`config.mk`:
```
export PLATFORM = sky130hd
export DESIGN_NAME = conv_layer_loader
export DESIGN_NICKNAME = d
export VERILOG_FILES = /design/src/rtl/conv_layer_loader.sv
export SDC_FILE = /design/constraint.sdc
export NUM_CORES = 1
export LEC_CHECK = 0
export ABC_AREA = 1
export CAP_MARGIN = 20
export CORE_MARGIN = 5
export CORE_UTILIZATION = 50
export CTS_BUF_LIST = sky130_fd_sc_hd__clkbuf_4 sky130_fd_sc_hd__clkbuf_8
export DETAILED_ROUTE_END_ITERATION = 7
export GPL_TIMING_DRIVEN = 0
export PLACE_DENSITY = 0.81
export SLEW_MARGIN = 20
export SYNTH_ARGS = -nofsm -noshare
export SYNTH_HDL_FRONTEND = slang
export SYNTH_SLANG_ARGS = --single-unit
```
`constraint.sdc`:
```
create_clock -name clk -period 1.5 [get_ports clk]
set_input_delay 0.15 -clock clk [delete_from_list [all_inputs] [get_ports clk]]
set_output_delay 0.15 -clock clk [all_outputs]
set_load 0.01 [all_outputs]
```
`src/rtl/conv_layer_loader.sv`:
```
// conv_layer_loader
// Turns one valid/ready byte stream into the RAM write strobes of a quantized
// conv+ReLU layer. The bytes arrive in the order weights, then 32-bit biases
// (packed little-endian), then the input feature map. When the last byte is
// written, the loader pulses conv_start and waits for conv_done. It then
// reports completion with a one-cycle done pulse.
//
// Ports:
//   clk, rstn           clock, asynchronous active-low reset
//   load_go             begin a load (honoured only while idle)
//   s_data/s_valid      byte stream in; s_ready is high while loading
//   weight_data_*       weight RAM write port    (8-bit data, WA-bit address)
//   bias_data_*         bias RAM write port      (32-bit data, BA-bit address)
//   input_data_*        feature-map write port   (8-bit data, IA-bit address)
//   conv_start          one-cycle start pulse to the layer
//   conv_done           layer done level
//   busy                high from load_go acceptance until after done
//   done                one-cycle completion pulse
module conv_layer_loader #(
    parameter int INPUT_CHANNELS  = 1,
    parameter int OUTPUT_CHANNELS = 32,
    parameter int KERNEL_SIZE     = 3,
    parameter int INPUT_WIDTH     = 30,
    parameter int INPUT_HEIGHT    = 30,
    localparam int IN_SIZE = INPUT_CHANNELS * INPUT_HEIGHT * INPUT_WIDTH,
    localparam int W_SIZE  = OUTPUT_CHANNELS * INPUT_CHANNELS * KERNEL_SIZE * KERNEL_SIZE,
    localparam int IA      = $clog2(IN_SIZE),
    localparam int WA      = $clog2(W_SIZE),
    localparam int BA      = $clog2(OUTPUT_CHANNELS)
) (
    input  logic          clk,
    input  logic          rstn,
    input  logic          load_go,
    input  logic [7:0]    s_data,
    input  logic          s_valid,
    output logic          s_ready,
    output logic [7:0]    input_data_in,
    output logic          input_data_we,
    output logic [IA-1:0] input_data_addr,
    output logic [7:0]    weight_data_in,
    output logic          weight_data_we,
    output logic [WA-1:0] weight_data_addr,
    output logic [31:0]   bias_data_in,
    output logic          bias_data_we,
    output logic [BA-1:0] bias_data_addr,
    output logic          conv_start,
    input  logic          conv_done,
    output logic          busy,
    output logic          done
);

    typedef enum logic [2:0] {
        S_IDLE      = 3'd0,
        S_LOAD_W    = 3'd1,
        S_LOAD_B    = 3'd2,
        S_LOAD_IN   = 3'd3,
        S_START     = 3'd4,
        S_WAIT_DONE = 3'd5,
        S_FIN       = 3'd6
    } state_t;

    state_t        state_q, state_d;
    logic          busy_q, busy_d, done_q, done_d, start_q, start_d;
    logic [WA-1:0] w_cnt_q, w_cnt_d;
    logic [1:0]    b_byte_q, b_byte_d;
    logic [BA-1:0] b_cnt_q, b_cnt_d;
    logic [IA-1:0] i_cnt_q, i_cnt_d;
    logic [31:0]   bias_sr_q, bias_sr_d;
    logic          w_we_q, w_we_d, b_we_q, b_we_d, i_we_q, i_we_d;
    logic [WA-1:0] w_addr_q, w_addr_d;
    logic [BA-1:0] b_addr_q, b_addr_d;
    logic [IA-1:0] i_addr_q, i_addr_d;
    logic [7:0]    w_data_q, w_data_d, i_data_q, i_data_d;
    logic [31:0]   b_data_q, b_data_d;

    logic ready_s, accept_s, w_last_s, b_last_s, i_last_s, done_seen_s;

    assign ready_s  = (state_q == S_LOAD_W) || (state_q == S_LOAD_B) || (state_q == S_LOAD_IN);
    assign accept_s = s_valid && ready_s;
    assign w_last_s = (w_cnt_q == WA'(W_SIZE - 1));
    assign b_last_s = (b_cnt_q == BA'(OUTPUT_CHANNELS - 1)) && (b_byte_q == 2'd3);
    assign i_last_s = (i_cnt_q == IA'(IN_SIZE - 1));
    // conv_done is ignored while conv_start is still high. That is the WAIT_DONE
    // cycle that carries the pulse, so a stale done level cannot end this run early.
    assign done_seen_s = !start_q && conv_done;

    // State and datapath registers; reset clears every output at once
    always_ff @(posedge clk or negedge rstn) begin
        if (!rstn) begin
            state_q   <= S_IDLE;
            busy_q    <= 1'b0;
            done_q    <= 1'b0;
            start_q   <= 1'b0;
            w_cnt_q   <= '0;
            b_byte_q  <= 2'd0;
            b_cnt_q   <= '0;
            i_cnt_q   <= '0;
            bias_sr_q <= 32'd0;
            w_we_q    <= 1'b0;
            b_we_q    <= 1'b0;
            i_we_q    <= 1'b0;
            w_addr_q  <= '0;
            b_addr_q  <= '0;
            i_addr_q  <= '0;
            w_data_q  <= 8'd0;
            b_data_q  <= 32'd0;
            i_data_q  <= 8'd0;
        end else begin
            state_q   <= state_d;
            busy_q    <= busy_d;
            done_q    <= done_d;
            start_q   <= start_d;
            w_cnt_q   <= w_cnt_d;
            b_byte_q  <= b_byte_d;
            b_cnt_q   <= b_cnt_d;
            i_cnt_q   <= i_cnt_d;
            bias_sr_q <= bias_sr_d;
            w_we_q    <= w_we_d;
            b_we_q    <= b_we_d;
            i_we_q    <= i_we_d;
            w_addr_q  <= w_addr_d;
            b_addr_q  <= b_addr_d;
            i_addr_q  <= i_addr_d;
            w_data_q  <= w_data_d;
            b_data_q  <= b_data_d;
            i_data_q  <= i_data_d;
        end
    end

    // Next-state logic
    always_comb begin
        state_d = state_q;
        case (state_q)
            S_IDLE:      if (load_go) state_d = S_LOAD_W; else state_d = S_IDLE;
            S_LOAD_W:    if (accept_s && w_last_s) state_d = S_LOAD_B; else state_d = S_LOAD_W;
            S_LOAD_B:    if (accept_s && b_last_s) state_d = S_LOAD_IN; else state_d = S_LOAD_B;
            S_LOAD_IN:   if (accept_s && i_last_s) state_d = S_START; else state_d = S_LOAD_IN;
            S_START:     state_d = S_WAIT_DONE;
            S_WAIT_DONE: if (done_seen_s) state_d = S_FIN; else state_d = S_WAIT_DONE;
            S_FIN:       state_d = S_IDLE;
            default:     state_d = S_IDLE;
        endcase
    end

    // Output and counter logic; the write data and addresses hold between strobes
    always_comb begin
        busy_d    = busy_q;
        done_d    = 1'b0;
        start_d   = 1'b0;
        w_cnt_d   = w_cnt_q;
        b_byte_d  = b_byte_q;
        b_cnt_d   = b_cnt_q;
        i_cnt_d   = i_cnt_q;
        bias_sr_d = bias_sr_q;
        w_we_d    = 1'b0;
        b_we_d    = 1'b0;
        i_we_d    = 1'b0;
        w_addr_d  = w_addr_q;
        b_addr_d  = b_addr_q;
        i_addr_d  = i_addr_q;
        w_data_d  = w_data_q;
        b_data_d  = b_data_q;
        i_data_d  = i_data_q;
        case (state_q)
            S_IDLE: begin
                if (load_go) begin
                    busy_d    = 1'b1;
                    w_cnt_d   = '0;
                    b_byte_d  = 2'd0;
                    b_cnt_d   = '0;
                    i_cnt_d   = '0;
                    bias_sr_d = 32'd0;
                end else begin
                    busy_d = busy_q;
                end
            end
            S_LOAD_W: begin
                if (accept_s) begin
                    w_we_d   = 1'b1;
                    w_addr_d = w_cnt_q;
                    w_data_d = s_data;
                    w_cnt_d  = w_cnt_q + WA'(1'b1);
                end else begin
                    w_cnt_d = w_cnt_q;
                end
            end
            S_LOAD_B: begin
                if (accept_s) begin
                    // New byte enters at the top; after four bytes the first is in [7:0]
                    bias_sr_d = {s_data, bias_sr_q[31:8]};
                    b_byte_d  = b_byte_q + 2'd1;
                    if (b_byte_q == 2'd3) begin
                        b_we_d   = 1'b1;
                        b_addr_d = b_cnt_q;
                        b_data_d = {s_data, bias_sr_q[31:8]};
                        b_cnt_d  = b_cnt_q + BA'(1'b1);
                    end else begin
                        b_cnt_d = b_cnt_q;
                    end
                end else begin
                    b_byte_d = b_byte_q;
                end
            end
            S_LOAD_IN: begin
                if (accept_s) begin
                    i_we_d   = 1'b1;
                    i_addr_d = i_cnt_q;
                    i_data_d = s_data;
                    i_cnt_d  = i_cnt_q + IA'(1'b1);
                end else begin
                    i_cnt_d = i_cnt_q;
                end
            end
            S_START: start_d = 1'b1;
            S_WAIT_DONE: begin
                if (done_seen_s) done_d = 1'b1; else done_d = 1'b0;
            end
            S_FIN: busy_d = 1'b0;
            default: busy_d = 1'b0;
        endcase
    end

    assign s_ready          = ready_s;
    assign weight_data_we   = w_we_q;
    assign weight_data_addr = w_addr_q;
    assign weight_data_in   = w_data_q;
    assign bias_data_we     = b_we_q;
    assign bias_data_addr   = b_addr_q;
    assign bias_data_in     = b_data_q;
    assign input_data_we    = i_we_q;
    assign input_data_addr  = i_addr_q;
    assign input_data_in    = i_data_q;
    assign conv_start       = start_q;
    assign busy             = busy_q;
    assign done             = done_q;

endmodule

```
==> metrics.csv, run 1 <==
metric;value;unit
post-route clock skew;10.27;ps
1st-iter DRT viols;269;
area delta synth->final;35.85;%
number of global-route vias before repair;4506;
crit-path max cell delay;480;ps
clock slew at reported path FFs;80;ps
total power;9.967;mW
CP startpoint kind;flip-flop;
via count;4645;
Synth cell types;25;
maxcap violations;0;
Core Rows;38;
violated checks;setup timing;
vias per cell;5.133;
status;complete, but fails checks;
Mapped Area;0.005438;mm²
# port buffers;91;
setup ws final;-26.54;ps
global-route wire length before repair;21.73;mm
detailed placement HPWL;9.173;mm
sequential share of the synthesized area;60.29;%
Core Area;0.01075;mm²
Req. time, crit path;1350;ps
Worst Path Arrival;1380;ps
final setup vio count;3;
Slew headroom;69.12;%
critical path type;flip-flop to output port;
Chip Height;114.3;µm
Slew Limit Fails;0;
Die Area;0.01306;mm²
setup_tns;-32.00;ps
share of layout cells above drive strength 1;14.64;%
Setup crit end kind;output port;
CTS Sinks;131;
most frequent cells in the layout;nand2_1 (236), dfrtp_1 (129), inv_1 (43);
CP cell instances;buf_4, nor2_2, buf_2;
Final Cycle Share;101.8;%
Final Hold Fails;0;
Yosys reg bits;131;
Max Clk Rate;655.1;MHz
post-synthesis cell count;625;
largest net degree at the start of global routing;83;
ys async rst share;100.0;%
Final #Nets;770;
CP max stage cell;dfrtp_2;
ANT nets after route;0;
initial antenna violation count;0;
die width;114.3;µm
GP Congestion;0.8736;
final WL;13.64;mm
CTS tree;built;
commonest non-fill, non-tap cell in the layout;nand2_1;
CTS buffer count;17;
ys flop type;dfrtp_1;
Mean Syn Cell Area;8.700;µm²
Power Dens Cells;1349;mW/mm²
# diodes;0;
Worst VDD drop;0.0007276;V
LEAKAGE;4.435;nW
router iterations before antenna repair;5;
worst hold path class;primary input to async pin;
Tmin final;1527;ps
Yosys Warn Count;0;
syn nets;643;
I/O pins;92;
RSZ-0062 raised after global routing;yes;
GRT Overall Usage;21.10;%
post-DR wirelength/cell;15.07;µm
Clock Tree Buf Depth;2;
Worst-Margin Slew;463.2;ps
root buffer cell;clkbuf_8;
worst skew pair latency;430;ps
Residual DRC;0;
global route overflow;0;
Starting Density;50.61;%
EDFF count, synth;0;
H-tree depth;4;
Max FO, Critical Path;5;
state kept, by name, indices dropped and copies added (netlist names):
signal	count
b_byte_q	2
b_cnt_q	5
bias_data_addr	5
bias_data_in	32
bias_data_we	1
bias_sr_q	24
busy	1
conv_start	1
done	1
i_cnt_q	10
input_data_addr	10
input_data_in	8
input_data_we	1
state_q	3
w_cnt_q	9
weight_data_addr	9
weight_data_in	8
weight_data_we	1
power by group:
group,internal [mW],switching [mW]
Clock,1.74,1.47
Sequential,3.93,0.279
Combinational,1.11,1.43
Total,6.78,3.18
path summary, 6_finish.rpt:
path / depth (start not counted) / start / slack [ps] / endpoint
min in group clk: 3 / s_data[2] / 360 / bias_data_in[26]
max reg2reg: 9 / state_q[0] / 0 / bias_data_in[31]
min: 2 / rstn / 200 / bias_data_in[20]
min reg2reg: 2 / bias_sr_q[9] / 470 / bias_data_in[1]
max: 3 / state_q[2] / -30 / s_ready
max in group asynchronous: 3 / rstn / 510 / state_q[0]
kinds of logic after synthesis:
family	count (synthesis)	synth area share, %
buffers and inverters	72	5.545
DFF	131	60.29
adders and majority gates	5	1.150
AOI/OAI and AO/OA	71	6.604
and+or+nand+nor	345	26.25
xor gates and xnor gates	1	0.1611
layer usage:
layer | part of all wire (%) | vias to the layer above | track usage, %
met2 | 51 | 159 | 35.13
li1 | - | 2244 | -
met5 | 0 | - | 0
met3 | 6.3 | 26 | 5.655
met1 | 41 | 2216 | 27.31
met4 | 1.5 | 0 | 6.017
timing repair:
| action | CTS | global route |
|---|---|---|
| resized for setup | 66 | 105 |
| hold buffers | 1 | 0 |
| endpoints found under the hold margin | 49 | 0 |
| endpoints found under the setup margin | 154 | 151 |
| setup buffers | 2 | 12 |
| pin swaps | 2 | 9 |
| gates cloned | 0 | 1 |
per-stage QoR:
| stage | setup slack (ps) | std cells | hold WS, ps | area, µm² | utilization, % |
|---|---|---|---|---|---|
| 5_1_grt | -95.51 | 905 | 240.8 | 7387 | 68.75 |
| 3_5_place_dp | -405.6 | 857 | 120.2 | 6553 | 60.98 |
| 4_1_cts | -64.53 | 892 | 217.9 | 7008 | 65.22 |
| 3_3_place_gp | -4544 | 856 | 454.7 | 6524 | 60.71 |
| 2_1_floorplan | 80.24 | 625 | -145.6 | 5438 | - |
| 6_report | -26.54 | 905 | 204.9 | 7387 | 68.75 |
final cells by class:
cell class	count	area, µm²
fill	850	3358
sequential	131	3281
multi-input combinational	422	1964
timing repair buffer	108	1136
clock buffer	19	255.2
buffer	24	219.0
inverter	48	182.7
tap	140	175.2
clock inverter	13	173.9
Yosys cell counts (all sizes together) (5+ instances only):
cell / n / area share (%)
inv: 48 / 3.3
ha: 5 / 1.2
clkbuf: 7 / 0.48
nand3: 43 / 4.0
o21ai: 61 / 5.6
nand2: 251 / 17
dfrtp: 131 / 60
buf: 17 / 1.7
nand4: 9 / 1.3
nor3: 7 / 0.94
a21oi: 8 / 0.74
nor2: 34 / 2.4
critical path, delay by kind of cell, from the launching register on:
| family | cells | cell delay (ps) |
|---|---|---|
| flip-flops | 1 | 480 |
| buffers and inverters | 2 | 320 |
| AND/OR/NAND/NOR | 1 | 150 |
No activity file was read; power rests on OpenSTA's default activity.
==> run 2, diff against run 1 <==
--- a/config.mk
+++ b/config.mk
@@ -13,6 +13,7 @@
 export DETAILED_ROUTE_END_ITERATION = 7
 export GPL_TIMING_DRIVEN = 0
 export PLACE_DENSITY = 0.81
+export SKIP_LAST_GASP = 1
 export SLEW_MARGIN = 20
 export SYNTH_ARGS = -nofsm -noshare
 export SYNTH_HDL_FRONTEND = slang
==> metrics.csv, run 2 (synthesis gave the netlist of run 1 again) <==
metric;value;unit
Worst-Margin Slew;459.6;ps
LEAKAGE;4.446;nW
router iterations before antenna repair;5;
clock slew at reported path FFs;80;ps
initial antenna violation count;0;
critical path type;flip-flop to output port;
detailed placement HPWL;9.173;mm
setup_tns;-65.75;ps
Req. time, crit path;1350;ps
# diodes;0;
global route overflow;0;
# port buffers;91;
crit path buf inv count;2;
max FFs per register;32;
post-DR wirelength/cell;15.12;µm
die width;114.3;µm
Setup crit end kind;output port;
total power;9.945;mW
r2r endpoint;bias_data_in[31];
CTS tree;built;
H-tree depth;4;
1st-iter DRT viols;272;
GP Congestion;0.8736;
Combinational Power Share;25.4;%
CP cell instances;buf_4, nor2_2, buf_2;
Max FO, Critical Path;5;
Starting Density;50.61;%
status;complete, but fails checks;
Core Rows;38;
vias per cell;5.108;
CP max stage cell;dfrtp_2;
worst hold path class;primary input to async pin;
Die Area;0.01306;mm²
Max Clk Rate;650.3;MHz
via count;4633;
Crit path max-delay family;flip-flops;
Residual DRC;0;
Worst Path Arrival;1390;ps
sequential share of power;42.5;%
CP startpoint kind;flip-flop;
Power Dens Cells;1342;mW/mm²
Tmin final;1538;ps
maxcap violations;0;
Final Non-Filler Cells;907;
Slew Limit Fails;0;
Clock Power Share;32.1;%
share of layout cells above drive strength 1;15.38;%
Final #Nets;772;
RSZ-0062 raised after global routing;yes;
root buffer cell;clkbuf_8;
Core Area;0.01075;mm²
P_sw;3.171;mW
sw frac;31.88;%
violated checks;setup timing;
worst skew pair latency;430;ps
setup ws final;-37.78;ps
GRT Overall Usage;21.05;%
ANT nets after route;0;
Final Cycle Share;102.5;%
Slew headroom;69.36;%
I/O pins;92;
Placed Instances;857;
CTS buffer count;17;
Reg-to-Reg Start;state_q[1];
R2R depth;8;
Chip Height;114.3;µm
most frequent cells in the layout;nand2_1 (233), dfrtp_1 (129), inv_1 (43);
crit-path max cell delay;490;ps
number of global-route vias before repair;4498;
Clock Tree Buf Depth;2;
post-route clock skew;8.801;ps
final WL;13.72;mm
global-route wire length before repair;21.68;mm
Worst VDD drop;0.0007250;V
internal power;6.774;mW
area delta synth->final;36.26;%
largest net degree at the start of global routing;83;
CTS Sinks;131;
commonest non-fill, non-tap cell in the layout;nand2_1;
Reg2Reg Setup Slack;-10;ps
final setup vio count;7;
Final Hold Fails;0;
-- run 2: routing by layer --
layer	global-route usage, %	part of all wire (%)	up-vias
met5	0	0	-
met3	5.655	6.1	16
met2	34.97	51	149
met1	27.31	42	2217
li1	-	-	2251
met4	6.017	1.2	0
-- run 2: stage by stage --
stage | area, µm² | utilization, % | worst slack, ps | hold slack (ps)
4_1_cts | 6993 | 65.08 | -86.73 | 217.9
3_5_place_dp | 6553 | 60.98 | -405.6 | 120.2
5_1_grt | 7410 | 68.96 | -113.0 | 231.3
2_1_floorplan | 5438 | - | 80.24 | -145.6
6_report | 7410 | 68.96 | -37.78 | 213.2
3_3_place_gp | 6524 | 60.71 | -4544 | 454.7
-- run 2: worst reg2reg max path: stages, from the launching register on --
cell     delay, ps
dfrtp_1        350
buf_6          160
nor2_4          60
nor3_4         260
nand2_2        140
buf_6          170
buf_12         150
nand2_2         50
o21ai_1         60
-- run 2: final cells by class --
class | count | area, µm²
Sequential cell | 131 | 3281
Inverter | 48 | 187.7
Multi-Input combinational cell | 422 | 1986
Buffer | 24 | 214.0
Tap cell | 140 | 175.2
Clock inverter | 13 | 173.9
Timing Repair Buffer | 110 | 1137
Clock buffer | 19 | 255.2
Fill cell | 842 | 3336
-- run 2: worst max-delay path by stage --
| stage | slack [ps] | end | from | depth (start not counted) |
|---|---|---|---|---|
| detailed placement | -410 | bias_data_in[14] | s_valid | 8 |
| finish | -40 | s_ready | state_q[2] | 3 |
| CTS | -90 | i_cnt_q[6] | state_q[2] | 7 |
| global route | -110 | bias_data_in[20] | state_q[0] | 7 |
| floorplan | 80 | weight_data_addr[6] | state_q[1] | 7 |
| global placement | -4540 | weight_data_we | rstn | 1 |
-- run 2: timing repair --
action | 4_1_cts | 5_1_grt
buffers inserted | 2 | 14
gates cloned | 0 | 1
gates resized for setup | 62 | 114
pin swaps | 2 | 6
hold buffers | 1 | 0
endpoints found under the hold margin | 49 | 0
setup endpoints to repair | 154 | 154
-- run 2: power groups by stage --
stage | combinational, mW | sequential (mW) | clock, mW
after floorplan | 0.996 | 4.36 | 0
after global placement | 2.14 | 4.27 | 0
after detailed placement | 2.20 | 4.28 | 0
after CTS | 2.16 | 4.21 | 3.25
after global routing | 2.74 | 4.28 | 3.43
final | 2.53 | 4.22 | 3.20
